## src/rtl/freq_bcd_formatter.sv

```systemverilog
// freq_bcd_formatter: serial double-dabble of a Hz count into 4 kHz-scaled LCD digits plus decimal point.
module freq_bcd_formatter #(
  parameter int CNT_W = 24
) (
  input  logic             CLK_50,
  input  logic             nRST,
  input  logic [CNT_W-1:0] count,
  input  logic             count_valid,
  output logic             busy,
  output logic             Store,
  output logic [8:0]       Latch3_LCD,
  output logic [8:0]       Latch2_LCD,
  output logic [8:0]       Latch1_LCD,
  output logic [8:0]       Latch0_LCD,
  output logic [2:0]       DotLed,
  output logic             ovf
);
  typedef enum logic [2:0] {IDLE, SHIFT, SELECT, OUT, DONE} state_t;
  localparam logic [4:0] LAST = 5'(CNT_W - 1);
  state_t           state_q, state_d;
  logic [CNT_W-1:0] bin_q, bin_d;
  logic [31:0]      bcd_q, bcd_d, adj;
  logic [4:0]       iter_q, iter_d;
  logic [2:0]       h_q, h_d, hi, sh;
  logic             busy_q, busy_d, store_q, store_d, ovf_q, ovf_d;
  logic [2:0]       dot_q, dot_d;
  logic [3:0][8:0]  lat_q, lat_d;
  logic [15:0]      win;
  always_comb begin
    state_d = state_q;
    bin_d   = bin_q;
    bcd_d   = bcd_q;
    iter_d  = iter_q;
    h_d     = h_q;
    busy_d  = busy_q;
    store_d = store_q;
    ovf_d   = ovf_q;
    dot_d   = dot_q;
    lat_d   = lat_q;
    adj     = bcd_q;
    for (int i = 0; i < 8; i++)
      if (adj[4*i +: 4] >= 4'd5) adj[4*i +: 4] = adj[4*i +: 4] + 4'd3;
    hi = 3'd0;
    for (int i = 1; i < 8; i++)
      if (bcd_q[4*i +: 4] != 4'd0) hi = 3'(i);
    sh  = (h_q > 3'd3) ? h_q - 3'd3 : 3'd0;
    win = 16'(bcd_q >> {sh, 2'b00});
    unique case (state_q)
      IDLE: if (count_valid) begin
        bin_d   = count;
        bcd_d   = '0;
        iter_d  = '0;
        busy_d  = 1'b1;
        state_d = SHIFT;
      end
      SHIFT: begin
        {bcd_d, bin_d} = {adj, bin_q} << 1;
        iter_d  = iter_q + 5'd1;
        state_d = (iter_q == LAST) ? SELECT : SHIFT;
      end
      SELECT: begin
        h_d     = hi;
        state_d = OUT;
      end
      OUT: begin
        store_d = 1'b1;
        ovf_d   = (h_q == 3'd7);
        dot_d   = (h_q <= 3'd3) ? 3'b100 : (h_q == 3'd4) ? 3'b010 : (h_q == 3'd5) ? 3'b001 : 3'b000;
        for (int j = 0; j < 4; j++)
          lat_d[j] = (h_q == 3'd7) ? 9'h12D : {1'b1, 4'h3, win[4*j +: 4]};
        state_d = DONE;
      end
      DONE: begin
        store_d = 1'b0;
        busy_d  = 1'b0;
        state_d = IDLE;
      end
      default: state_d = IDLE;
    endcase
  end
  always_ff @(posedge CLK_50 or negedge nRST) begin
    if (!nRST) begin
      state_q <= IDLE;
      bin_q   <= '0;
      bcd_q   <= '0;
      iter_q  <= '0;
      h_q     <= '0;
      busy_q  <= 1'b0;
      store_q <= 1'b0;
      ovf_q   <= 1'b0;
      dot_q   <= 3'b000;
      lat_q   <= {4{9'h120}};
    end else begin
      state_q <= state_d;
      bin_q   <= bin_d;
      bcd_q   <= bcd_d;
      iter_q  <= iter_d;
      h_q     <= h_d;
      busy_q  <= busy_d;
      store_q <= store_d;
      ovf_q   <= ovf_d;
      dot_q   <= dot_d;
      lat_q   <= lat_d;
    end
  end
  assign busy       = busy_q;
  assign Store      = store_q;
  assign ovf        = ovf_q;
  assign DotLed     = dot_q;
  assign Latch3_LCD = lat_q[3];
  assign Latch2_LCD = lat_q[2];
  assign Latch1_LCD = lat_q[1];
  assign Latch0_LCD = lat_q[0];
endmodule

```

## config.mk

```make
export PLATFORM = sky130hd
export DESIGN_NAME = freq_bcd_formatter
export DESIGN_NICKNAME = d
export VERILOG_FILES = /design/src/rtl/freq_bcd_formatter.sv
export SDC_FILE = /design/constraint.sdc
export NUM_CORES = 1
export LEC_CHECK = 0
export BUFFER_PORTS_ARGS = -buffer_cell sky130_fd_sc_hd__buf_2
export CORE_MARGIN = 4
export CORE_UTILIZATION = 35
export DETAILED_ROUTE_END_ITERATION = 6
export MAX_ROUTING_LAYER = met4
export PLACE_DENSITY = 0.61
export SYNTH_ARGS = -nofsm -noshare
export SYNTH_HDL_FRONTEND = slang
export SYNTH_SLANG_ARGS = --single-unit
export TNS_END_PERCENT = 5
```

## constraint.sdc

```tcl
create_clock -name CLK_50 -period 2.5 [get_ports CLK_50]
set_clock_uncertainty 0.2 [all_clocks]
set_input_delay 0.5 -clock CLK_50 [delete_from_list [all_inputs] [get_ports CLK_50]]
set_output_delay 0.5 -clock CLK_50 [all_outputs]
set_load 0.01 [all_outputs]
```

Word level (Yosys, flattened, before mapping)

Index checks and enable logic that the tools add are counted.

Flip-flop bits (word level): 109
Output and inout bits: 42
Input port bits: 27

Add/sub/neg operators: 10
Shift operators: 1
Reduce and logical (&&, ||, !) cells: 13
Muxes and demuxes: 35
Order comparisons: 10
Equality and inequality tests: 9

Operators with widths:

| operator                                                                        | number |
|---|---|
| 32-bit one-hot mux with 2 select lines                                          | 1 |
| 24-bit one-hot mux with 2 select lines                                          | 1 |
| 4-bit by 3-bit >= comparator with 1-bit output, second input constant           | 8 |
| 32-bit two-way mux                                                              | 1 |
| 32-bit by 5-bit right shift with 16-bit output                                  | 1 |
| 3-bit two-way mux                                                               | 10 |
| 4-bit by 2-bit adder with 4-bit output, second input constant                   | 7 |
| 4-bit two-way mux                                                               | 7 |
| 4-bit nonzero test                                                              | 7 |
| 5-bit two-way mux                                                               | 5 |
| 24-bit two-way mux                                                              | 1 |
| 3-bit == test, second input constant                                            | 4 |
| 3-bit one-hot mux with 4 select lines                                           | 1 |
| 5-bit one-hot mux with 2 select lines                                           | 1 |
| 3-bit by 2-bit == test with 1-bit output, second input constant                 | 2 |
| 2-bit nonzero test                                                              | 3 |
| 5-bit by 1-bit adder with 5-bit output, second input constant                   | 1 |
| 5-bit == test, second input constant                                            | 1 |
| 2-bit two-way mux                                                               | 2 |
| 1-bit one-hot mux with 2 select lines                                           | 2 |
| 2-bit AND reduction                                                             | 2 |
| 3-bit by 2-bit adder with 3-bit output, second input constant                   | 1 |
| 3-bit by 1-bit == test with 1-bit output, second input constant                 | 1 |
| 3-bit by 2-bit greater-than comparator with 1-bit output, second input constant | 1 |
| 5 further kinds                                                                 | 7 |

Longest topological paths before layout

Gate-level depths: netlist of the first run.

Depth in word-level cells: 8
Depth in mapped cells: 10
Mapped depth without buffers: 7

Worst setup path after synthesis of the first run

OpenSTA, ideal clock, no wires.

Path type: reg-to-reg
Start point: reg h_q[0]
End point: reg lat_q (netlist bit Latch1_LCD[0])
Buffers on the path: 2
Cell stages (with the launch flop): 9
Path slack: 211 ps
Required time: 2163 ps
Library setup time: 137 ps
Arrival time: 1952 ps
Cells stage by stage: dfrtp_1 ha_1 ha_1 nand2b_1 buf_6 or2_0 buf_2 a2111oi_0 nor3_1

Cells in the longest elaborated chain, start to end: 4
Elaborated cells between the ends (all ways): 6
Those cells by class: add/sub (1); order compare (1); eq/ne (1); shift (1); mux (2)

Ends and longest elaborated chain:

| what                                                                                                                           | line | RTL |
|---|---|---|
| start: declaration                                                                                                             | 24   | `logic [2:0] h_q, h_d, hi, sh;` |
| start signal: assignment                                                                                                       | 87   | `h_q <= '0;` |
| start signal: assignment                                                                                                       | 98   | `h_q <= h_d;` |
| 3-bit by 2-bit subtractor with 3-bit output / 3-bit by 2-bit greater-than comparator with 1-bit output (equally long branches) | 46   | `sh = (h_q > 3'd3) ? h_q - 3'd3 : 3'd0;` |
| 3-bit two-way mux                                                                                                              | 46   |  |
| 32-bit by 5-bit right shift with 16-bit output                                                                                 | 47   | `win = 16'(bcd_q >> {sh, 2'b00});` |
| 5-bit two-way mux *                                                                                                            | 70   | `lat_d[j] = (h_q == 3'd7) ? 9'h12D : {1'b1, 4'h3, win[4*j +: 4]};` |
| end signal: assignment                                                                                                         | 92   | `lat_q <= {4{9'h120}};` |
| end signal: assignment                                                                                                         | 103  | `lat_q <= lat_d;` |
| end: declaration                                                                                                               | 27   | `logic [3:0][8:0] lat_q, lat_d;` |

Mark *: on every way between the ends. The rest lies on a longest branch, timed or not.
A chain may end at the register's enable or synchronous reset.

Worst setup path in the final report of the first run

Start point: reg h_q[1]
End point: reg lat_q (netlist bit Latch0_LCD[3])

Same word-level chain as after synthesis.

==> metrics.md, run 1 <==
| Metric | Value |
|---|---|
| Root Buffer | `clkbuf_16` |
| Max-slew headroom | `66.5%` |
| Leakage | `2.78 nW` |
| Clock power share | `20.0%` |
| M3 GR Usage | `4.31%` |
| Syn Area/Cell | `9.01 sq um` |
| HPWL after detailed placement | `9330 um` |
| Hold Crit Class | `in2reg` |
| Critical path arrival | `2.36 ns` |
| Combinational Power Share | `45.5%` |
| Layout cells sized above 1 | `15.6%` |
| Core Util, Final | `41.1%` |
| GRT Residual Overflow | `0` |
| Initial Utilization | `36.0%` |
| Post-synthesis sequential area ratio | `42.7%` |
| Number of synthesized flops with an enable pin | `0` |
| Core area | `14600 sq um` |
| CP required | `2.56 ns` |
| Reg-to-reg setup timing slack | `0.20 ns` |
| Fin area | `6020 sq um` |
| Yosys cell types | `52` |
| Post-route DRC | `0` |
| Flop pwr share | `34.6%` |
| Period utilization | `92.0%` |
| Wirelength per Cell | `15.7 um` |
| First-pass GRT wire length | `21200 um` |
| Top cells by area, synth | `dfrtp_1 (43%), mux2i_1 (6.3%), nor2_1 (5.6%)` |
| Final Setup Violations | `0` |
| Top Ports | `69` |
| Max-cap violations | `0` |
| Final Hold Vio Count | `0` |
| P_sw | `3.39 mW` |
| Top cells by count, synth | `dfrtp_1 (90), nor2_1 (79), nand2_1 (51), o22ai_1 (38)` |
| Worst-skew pair later-pin latency | `0.35 ns` |
| DR pass1 iterations | `5` |
| Cell row count | `44` |
| Switching share of power | `42.4%` |
| Dpl ws | `0.241 ns` |
| Most frequent cell after synthesis | `dfrtp_1` |
| Die Wd | `131 um` |
| DR iter-0 viols | `298` |
| Final worst path period need | `2.30 ns` |
| Clock sink count | `90` |
| Crit path kind | `reg2reg` |
| Max-slew violations | `0` |
| Die area | `17100 sq um` |
| Power per cell area | `1330 nW/um^2` |
| TNS Setup | `0 ns` |
| Peak supply drop | `0.000722 V` |
| Netlist Area Pre-Place | `5280 sq um` |
| GRT met1 Usage | `20.4%` |
| Synthesized instance count | `586` |
| CTS H-tree depth | `3` |
| Area Overhead vs Synth | `14.0%` |
| Die Span Y | `131 um` |
| RSZ-0062 raised after global routing | `false` |
| GRT Util Overall | `16.1%` |
| Placed Area | `5660 sq um` |
| Via count | `4318` |
| Main synth FF type | `dfrtp_1` |
| GPL Wtd Cong | `0.896` |
| Antenna-violating nets left | `0` |
| #FFs+latches synth | `90` |
| Area leader, netlist | `dfrtp_1` |
| Largest net degree at the start of global routing | `64` |
| Grt peak-use layer | `met2` |
| Port buffer count | `52` |
| Yosys warnings | `0` |
| Worst hold slack | `0.169 ns` |
| Met2 global-route usage | `24.5%` |
| Maximum clock path buffer count | `2` |
| Routed WL | `12800 um` |
| Number of global-route vias before repair | `4275` |
| Worst-margin pin slew | `0.501 ns` |
| Final setup margin | `0.199 ns` |
| Nets@finish | `678` |
| Status | `finished, final reports clean` |
| Ys async rst share | `100%` |
| Max incr delay on CP | `0.42 ns` |
| Crit end category | `flop` |
| Initial antenna violation count | `0` |
| Worst path cell trace | `ha_1 > ha_1 > nor3b_4 > buf_4 > mux2i_1 > nor3_1 > nor3_1` |
| Post-synth top area share | `42.7%` |
| Internal cell power | `4.60 mW` |
| Drt via density | `5.29` |
| Ant diodes | `0` |
| Fmax | `435 MHz` |
| Clk pin slew, worst setup/hold paths | `0.07 ns` |
| Worst-path fanout max | `10` |
| CTS Buf Count | `9` |
| Post-CTS Setup Bufs | `0` |
| Highest-delay cell along the critical path | `dfrtp_1` |
| CTS tree | `built` |
| CP startpoint kind | `flop` |
critical path, delay by kind of cell (launching register included):
family        cells  cell delay, ns
fa+ha+maj         2            0.53
mux               1            0.25
buf+inv           1            0.26
flops             1            0.42
simple gates      3            0.53
worst paths after layout:
kind | cells after the start | end | startpoint
min in group asynchronous | 3 | Latch2_LCD[3] | nRST
worst min-delay path | 3 | bin_q[15] | count[15]
worst max-delay path | 7 | Latch0_LCD[3] | h_q[1]
max in group asynchronous | 3 | Latch3_LCD[4] | nRST
worst max register to register | 7 | Latch0_LCD[3] | h_q[1]
worst min register to register | 2 | DotLed[1] | DotLed[1]
flip-flops by register name, summed over array words and instances (netlist names):
signal      flops
Latch1_LCD      4
bcd_q          32
state_q         3
Latch2_LCD      4
Store           1
Latch0_LCD      4
h_q             3
ovf             1
iter_q          5
bin_q          24
busy            1
DotLed          3
Latch3_LCD      5
logic make-up after synthesis:
family | after synthesis | synth area share (%)
AND/OR/NAND/NOR | 196 | 16.9
AO/OA/AOI/OAI | 147 | 18.2
flip-flops | 90 | 42.7
buffers and inverters | 83 | 8.39
multiplexers | 33 | 6.26
adder cells (fa/ha/maj) | 23 | 5.45
XOR/XNOR | 12 | 1.99
other | 2 | 0.142
power by group through the flow:
| stage | registers, mW | clock network [mW] | logic, mW |
|---|---|---|---|
| after floorplan | 2.54 | 0 | 2.84 |
| after global placement | 2.75 | 0 | 3.51 |
| after detailed placement | 2.79 | 0 | 3.63 |
| after CTS | 2.76 | 1.63 | 3.65 |
| after global routing | 2.87 | 1.68 | 4.10 |
| final | 2.76 | 1.59 | 3.63 |
metrics by stage:
stage / power (mW) / std cells
after global routing: 8.65 / 817
after global placement: 6.26 / 800
after floorplan: 5.38 / 600
after CTS: 8.04 / 817
final: 7.99 / 817
after detailed placement: 6.42 / 800
timing repair:
action,4_1_cts,5_1_grt
gates resized for setup,0,1
endpoints found under the setup margin,0,1
hold buffers,1,0
endpoints found under the hold margin,90,0
cell usage in the layout (no fill, tap or decap), types with 3 or more instances in the layout:
cell type  netlist  routed
buf_2           12      51
nor2_1          79      79
nand2b_1        13      13
nand2_1         51      51
o31ai_1          9       9
mux2i_1         33      33
xor2_1           4       4
nor3_1          16      16
dfrtp_1         90      90
o2111ai_1        3       3
or3_1            3       3
inv_1           22      22
a32o_1           8       8
a31oi_1          9       9
o211ai_1         3       3
o21ai_0         33      33
nand3_1         15      15
buf_4           20      24
clkbuf_16        0       9
o22ai_1         38      38
xnor2_1          8       8
conb_1           2      16
ha_1            23      23
nor3b_1          8       8
a21oi_1         27      27
bufinv_16        0       3
area by class of cell:
cell class | instances | area (sq um)
Fill cell | 1459 | 8620
Multi-Input combinational cell | 427 | 2640
Sequential cell | 90 | 2250
Timing Repair Buffer | 77 | 465
Tap cell | 184 | 230
Clock buffer | 9 | 225
Clock inverter | 7 | 123
Inverter | 23 | 86.3
per-layer routing:
layer | share of wire [%] | wire (um)
met1 | 47 | 6050
met2 | 45 | 5800
met3 | 5.0 | 645
met4 | 2.4 | 307
met5 | 0 | 0
No activity file was read; power rests on OpenSTA's default activity.
==> inputs of run 2 (changes only) <==
--- a/config.mk
+++ b/config.mk
@@ -5,12 +5,13 @@
 export SDC_FILE = /design/constraint.sdc
 export NUM_CORES = 1
 export LEC_CHECK = 0
-export BUFFER_PORTS_ARGS = -buffer_cell sky130_fd_sc_hd__buf_2
 export CORE_MARGIN = 4
 export CORE_UTILIZATION = 35
+export CTS_CLUSTER_SIZE = 28
 export DETAILED_ROUTE_END_ITERATION = 6
+export DONT_BUFFER_PORTS = 1
 export MAX_ROUTING_LAYER = met4
-export PLACE_DENSITY = 0.61
+export PLACE_DENSITY = 0.57
 export SYNTH_ARGS = -nofsm -noshare
 export SYNTH_HDL_FRONTEND = slang
 export SYNTH_SLANG_ARGS = --single-unit
==> run 2 against run 1 <==
The run now ends with hold timing left. Non-clock buffer count decreased by 54. Clock-buffer cell count is the same. Flip-flop and latch count unchanged. Worst setup slack got worse by 0.0071 ns. Worst hold slack got worse by 0.53 ns. Combinational power fell by 7.4%. Routed wire length is 0.76% lower. Final cell count shrank 6.6%. Power fell by 4.9%. Critical path depth shrank 1. Critical endpoint is now Latch1_LCD[2].
==> metrics.md, run 2 (same netlist as run 1, synthesis figures left out) <==
| Metric | Value |
|---|---|
| Status | `complete, but fails checks` |
| Violated checks | `hold timing` |
| Clk pin slew, worst setup/hold paths | `0.07 ns (about the same)` |
| Crit end category | `flop` |
| Gates resized, CTS repair | `0 (unchanged)` |
| Number of stages on the worst setup path | `6 (-1)` |
| Die Span Y | `131 um (unchanged)` |
| Clock sink count | `90 (unchanged)` |
| Worst-skew pair later-pin latency | `0.36 ns (about the same)` |
| Hold Crit Class | `in2async` |
| Die Wd | `131 um (unchanged)` |
| GRT Residual Overflow | `0 (unchanged)` |
| Worst-margin pin slew | `0.505 ns (+0.00377 ns)` |
| Clock power share | `18.1% (-1.9 points)` |
| Reg-to-reg setup timing slack | `0.19 ns (about the same)` |
| Reg-to-Reg Start | `h_q[1]` |
| Number of global-route vias before repair | `4051 (-5.2%)` |
| Largest Register | `bcd_q` |
| P_sw | `3.39 mW (about the same)` |
| Initial Utilization | `36.0% (unchanged)` |
| Most frequent cells in the layout | `dfrtp_1 (90), nor2_1 (79), nand2_1 (51)` |
| Top Ports | `69 (unchanged)` |
| GRT Util Overall | `15.7% (-0.35 points)` |
| Post-route DRC | `0 (unchanged)` |
| Worst path cell trace | `ha_1 > ha_1 > nand2b_1 > or2_0 > a2111oi_0 > nor3_1` |
| Power per cell area | `1340 nW/um^2 (+0.85%)` |
| Root Buffer | `clkbuf_16` |
| Max reg flops | `32 (unchanged)` |
| Area Overhead vs Synth | `7.54%` |
| Highest-delay cell along the critical path | `a2111oi_0` |
| Leakage | `2.54 nW (-8.9%)` |
| Dpl ws | `0.241 ns (-0.00000700 ns)` |
| Crit path kind | `reg2reg` |
| DR iter-0 viols | `269 (-9.7%)` |
| Period utilization | `92.3% (+0.28 points)` |
| Critical path arrival | `2.33 ns (-0.03 ns)` |
| RSZ-0062 raised after global routing | `false` |
| CP startpoint kind | `flop` |
| Switching share of power | `44.6% (+2.2 points)` |
| Initial antenna violation count | `0 (unchanged)` |
| Wirelength per Cell | `16.7 um (+6.3%)` |
| FF-to-FF End | `Latch1_LCD[2]` |
| Ant diodes | `0 (unchanged)` |
| Critical Path Sink | `Latch1_LCD[2]` |
| Max incr delay on CP | `0.44 ns (+0.02 ns)` |
| Die area | `17100 sq um (unchanged)` |
| GPL Wtd Cong | `0.927 (+3.4%)` |
| First-pass GRT wire length | `20700 um (-2.7%)` |
| Post-CTS Setup Bufs | `0 (unchanged)` |
| Via count | `4107 (-4.9%)` |
| CP bufs+invs | `0 (-1)` |
| Routed WL | `12700 um (-0.76%)` |
| Most common cell after layout, fill and taps aside | `dfrtp_1` |
| Core area | `14600 sq um (unchanged)` |
| Worst hold slack | `-0.363 ns (-0.532 ns)` |
| Fmax | `433 MHz (-0.31%)` |
| Maximum clock path buffer count | `2 (unchanged)` |
| Final Setup Violations | `0 (unchanged)` |
| Final setup margin | `0.192 ns (-0.00712 ns)` |
| Internal cell power | `4.21 mW (-8.4%)` |
| Cell row count | `44 (unchanged)` |
| Port buffer count | `0 (-100%)` |
| Largest net degree at the start of global routing | `91 (+42%)` |
| CP required | `2.52 ns (-0.04 ns)` |
| Fin area | `5680 sq um (-5.7%)` |
| Layout cells sized above 1 | `7.94% (-7.7 points)` |
| HPWL after detailed placement | `9170 um (-1.7%)` |
| Placed Area | `5380 sq um (-5.0%)` |
| CTS tree | `built` |
| Max-slew headroom | `66.3% (-0.15 points)` |
| Top flop regs | `bcd_q: 32 flops, bin_q: 24 flops` |
| Largest delay share family, worst path | `simple AND/OR/NAND/NOR gates` |
| Peak supply drop | `0.000572 V (-21%)` |
| Max-slew violations | `0 (unchanged)` |
| CTS Buf Count | `9 (unchanged)` |
| Origin of the worst setup path | `h_q[1]` |
| Core Util, Final | `38.8% (-2.3 points)` |
| Cell mode on critical path | `ha_1` |
| Max-cap violations | `0 (unchanged)` |
| CTS H-tree depth | `3 (unchanged)` |
| Worst-path fanout max | `7 (-3)` |
| Antenna-violating nets left | `0 (unchanged)` |
| Reg2reg path depth | `6 (-1)` |
| Drt via density | `5.38 (+1.8%)` |
| Nets@finish | `624 (-8.0%)` |
| Combinational Power Share | `44.2% (-1.3 points)` |
| DR pass1 iterations | `4 (-1)` |
| Flop pwr share | `37.7% (+3.1 points)` |
| Final Hold Vio Count | `90 (+90)` |
| TNS Setup | `0 ns (unchanged)` |
| Final worst path period need | `2.31 ns (+0.00712 ns)` |
## run 2: layer usage
metal  share of wire, %  GRT usage, %  vias to the layer above
met5                  0             -                        -
met4                1.5          4.72                        0
met3                5.4          3.33                       13
met2                 46          25.1                      106
met1                 47          20.2                     1974
li1                   -             -                     2014
## run 2: worst min-delay path by stage
stage               endpoint  start  depth (start not counted)
6_report       Latch2_LCD[3]   nRST                          0
3_5_place_dp   Latch0_LCD[3]   nRST                          0
2_1_floorplan      DotLed[0]   nRST                          0
3_3_place_gp   Latch0_LCD[3]   nRST                          0
4_1_cts        Latch0_LCD[0]   nRST                          0
5_1_grt        Latch0_LCD[0]   nRST                          0
## run 2: power groups by stage
stage	sequential [mW]	combinational (mW)	clock (mW)
2_1_floorplan	2.54	2.84	0
3_3_place_gp	2.88	3.25	0
3_5_place_dp	2.90	3.35	0
4_1_cts	2.87	3.37	1.41
5_1_grt	2.98	3.81	1.46
6_report	2.86	3.36	1.37
## run 2: worst reg2reg max path, stage by stage, from the launching register on
cell and delay (ns):
dfrtp_1 0.42, ha_1 0.22, ha_1 0.25, nand2b_1 0.18, or2_0 0.33, a2111oi_0 0.45, nor3_1 0.12
## run 2: area by class of cell
class,count,area (sq um)
Clock buffer,9,225
Inverter,23,86.3
Sequential cell,90,2250
Tap cell,184,230
Clock inverter,7,73.8
Fill cell,1508,8970
Multi-Input combinational cell,427,2640
Timing Repair Buffer,23,173
## run 2: per-stage QoR
stage | std cells | power, mW | hold slack (ns)
after floorplan | 600 | 5.38 | 0.00441
after global placement | 747 | 6.13 | 0.00815
after detailed placement | 747 | 6.25 | 0.00731
after CTS | 763 | 7.65 | -0.377
after global routing | 763 | 8.25 | -0.379
final | 763 | 7.60 | -0.363
==> inputs of run 3 (changes only) <==
--- a/config.mk
+++ b/config.mk
@@ -11,7 +11,7 @@
 export DETAILED_ROUTE_END_ITERATION = 6
 export DONT_BUFFER_PORTS = 1
 export MAX_ROUTING_LAYER = met4
-export PLACE_DENSITY = 0.57
+export PLACE_DENSITY = 0.55
 export SYNTH_ARGS = -nofsm -noshare
 export SYNTH_HDL_FRONTEND = slang
 export SYNTH_SLANG_ARGS = --single-unit
==> constraint.sdc (replaced) <==
create_clock -name CLK_50 -period 2.9 [get_ports CLK_50]
set_clock_uncertainty 0.2 [all_clocks]
set_input_delay 0.58 -clock CLK_50 [delete_from_list [all_inputs] [get_ports CLK_50]]
set_output_delay 0.58 -clock CLK_50 [all_outputs]
set_load 0.01 [all_outputs]
==> run 3 against run 2 <==
The flow now finishes without violations. Power fell by 14%. Global-route usage rose by 0.38 points. Highest routed layer unchanged. Sequential share of layout area rose by 0.22 points.
==> metrics.md, run 3 (same netlist as run 1, synthesis figures left out) <==
| Metric | Value |
|---|---|
| Status | `finished, final reports clean` |
| Final Hold Vio Count | `0 (-100%)` |
| Clock sink count | `90 (unchanged)` |
| Nets@finish | `619 (-0.80%)` |
| Max-slew headroom | `41.0% (-25 points)` |
| Post-route DRC | `0 (unchanged)` |
| Max-cap violations | `0 (unchanged)` |
| Largest Register | `bcd_q` |
| Area Overhead vs Synth | `6.94%` |
| Initial Utilization | `36.0% (unchanged)` |
| Internal cell power | `3.58 mW (-15%)` |
| Core Util, Final | `38.6% (-0.21 points)` |
| Leakage | `2.51 nW (-0.97%)` |
| Drt via density | `5.42 (+0.66%)` |
| P_sw | `2.92 mW (-14%)` |
| Wirelength per Cell | `17.2 um (+3.1%)` |
| Top flop regs | `bcd_q: 32 flops, bin_q: 24 flops` |
| Period utilization | `88.2% (-4.2 points)` |
| GRT Util Overall | `16.1% (+0.38 points)` |
| CTS tree | `built` |
| M3 GR Usage | `3.82% (+0.49 points)` |
| Combinational Power Share | `44.2% (about the same)` |
| Layout cells sized above 1 | `6.97% (-0.98 points)` |
| Flop pwr share | `38.3% (+0.6 points)` |
| DR pass1 iterations | `5 (+1)` |
| Post-CTS Setup Bufs | `0 (unchanged)` |
| Max-slew violations | `0 (unchanged)` |
| TNS Setup | `0 ns (unchanged)` |
| Number of global-route vias before repair | `4020 (-0.77%)` |
| Die Wd | `131 um (unchanged)` |
| Clock power share | `17.5% (-0.6 points)` |
| Routed WL | `13000 um (+2.4%)` |
| Worst-skew pair later-pin latency | `0.35 ns (about the same)` |
| Fmax | `391 MHz (-9.7%)` |
| Hold Crit Class | `in2reg` |
| Port buffer count | `0 (unchanged)` |
| DR iter-0 viols | `343 (+28%)` |
| Antenna-violating nets left | `0 (unchanged)` |
| Top Ports | `69 (unchanged)` |
| CTS H-tree depth | `3 (unchanged)` |
| Critical path arrival | `2.61 ns (+0.28 ns)` |
| CP startpoint kind | `flop` |
| GRT Residual Overflow | `0 (unchanged)` |
| Met2 global-route usage | `23.5% (-1.6 points)` |
| Die area | `17100 sq um (unchanged)` |
| CTS Buf Count | `9 (unchanged)` |
| First-pass GRT wire length | `21100 um (+2.2%)` |
| Largest net degree at the start of global routing | `91 (unchanged)` |
| Final Setup Violations | `0 (unchanged)` |
| Power, Total | `6.50 mW (-14%)` |
| Final worst path period need | `2.56 ns (+0.248 ns)` |
| Initial antenna violation count | `0 (unchanged)` |
| Cell row count | `44 (unchanged)` |
| Maximum clock path buffer count | `2 (unchanged)` |
| Max reg flops | `32 (unchanged)` |
| Power per cell area | `1150 nW/um^2 (-14%)` |
| CP required | `2.95 ns (+0.43 ns)` |
| Switching share of power | `44.9% (+0.30 points)` |
| GRT met1 Usage | `21.8% (+1.7 points)` |
| GPL Wtd Cong | `0.933 (+0.65%)` |
| Core area | `14600 sq um (unchanged)` |
| Worst-path fanout max | `10 (+3)` |
| Crit end category | `flop` |
| HPWL after detailed placement | `9250 um (+0.84%)` |
| RSZ-0062 raised after global routing | `false` |
| Crit path kind | `reg2reg` |
| Worst-margin pin slew | `0.883 ns (+0.378 ns)` |
| Clk pin slew, worst setup/hold paths | `0.07 ns (about the same)` |
| Die Span Y | `131 um (unchanged)` |
| Root Buffer | `clkbuf_16` |
| Most common cell after layout, fill and taps aside | `dfrtp_1` |
| Via count | `4107 (unchanged)` |
| Ant diodes | `0 (unchanged)` |
| Peak supply drop | `0.000500 V (-13%)` |
| Fill count | `1466 (-2.8%)` |
| Most frequent cells in the layout | `dfrtp_1 (90), nor2_1 (79), nand2_1 (51)` |
| Grt peak-use layer | `met2` |
[run 3: power groups by stage]
stage | logic [mW] | registers, mW | clock network, mW
after global routing | 3.25 | 2.58 | 1.23
after floorplan | 2.45 | 2.19 | 0
final | 2.88 | 2.49 | 1.14
after CTS | 2.88 | 2.49 | 1.18
after global placement | 2.78 | 2.49 | 0
after detailed placement | 2.83 | 2.51 | 0
[run 3: repair_timing]
action | 4_1_cts | 5_1_grt
endpoints found under the setup margin | 0 | 0
hold endpoints to repair | 90 | 0
hold buffers | 2 | 0
resized for setup | 0 | 0
[run 3: metal layers]
metal | up-vias | wire length (um)
li1 | 2010 | -
met1 | 1954 | 6260
met2 | 124 | 5820
met3 | 19 | 660
met4 | 0 | 265
met5 | - | 0
[run 3: path summary, 6_finish.rpt]
path	from	to	slack, ns	cells past startpoint
max	h_q[0]	Latch1_LCD[0]	0.34	7
max reg2reg	h_q[0]	Latch1_LCD[0]	0.34	7
min	count[16]	bin_q[16]	0.17	2
max in group asynchronous	nRST	h_q[2]	1.50	2
min reg2reg	iter_q[0]	iter_q[0]	0.30	1
min in group asynchronous	nRST	Latch0_LCD[0]	0.59	2
[run 3: worst max-delay path, stage by stage (launching register included)]
cell	delay, ns
dfrtp_1	0.47
ha_1	0.26
ha_1	0.29
nor3b_4	0.47
buf_4	0.30
mux2i_1	0.20
nor3_1	0.06
nor3_1	0.20
[run 3: final cells by class]
type	count	area [sq um]	share of cell area (%)
clock buffers	9	225	3.99
clock inverters	7	57.6	1.02
inverters	23	86.3	1.53
multi-input cells	427	2640	46.7
flip-flops and latches	90	2250	39.9
well taps	184	230	4.08
repair buffers	18	158	2.79
[run 3: through the flow]
stage	area [sq um]	hold slack [ns]	setup slack (ns)	instances
after detailed placement	5330	0.0874	0.410	740
after global routing	5650	0.152	0.181	758
after global placement	5330	0.0877	0.482	740
after CTS	5650	0.160	0.387	758
final	5650	0.171	0.344	758
after floorplan	5330	0.0844	0.611	600
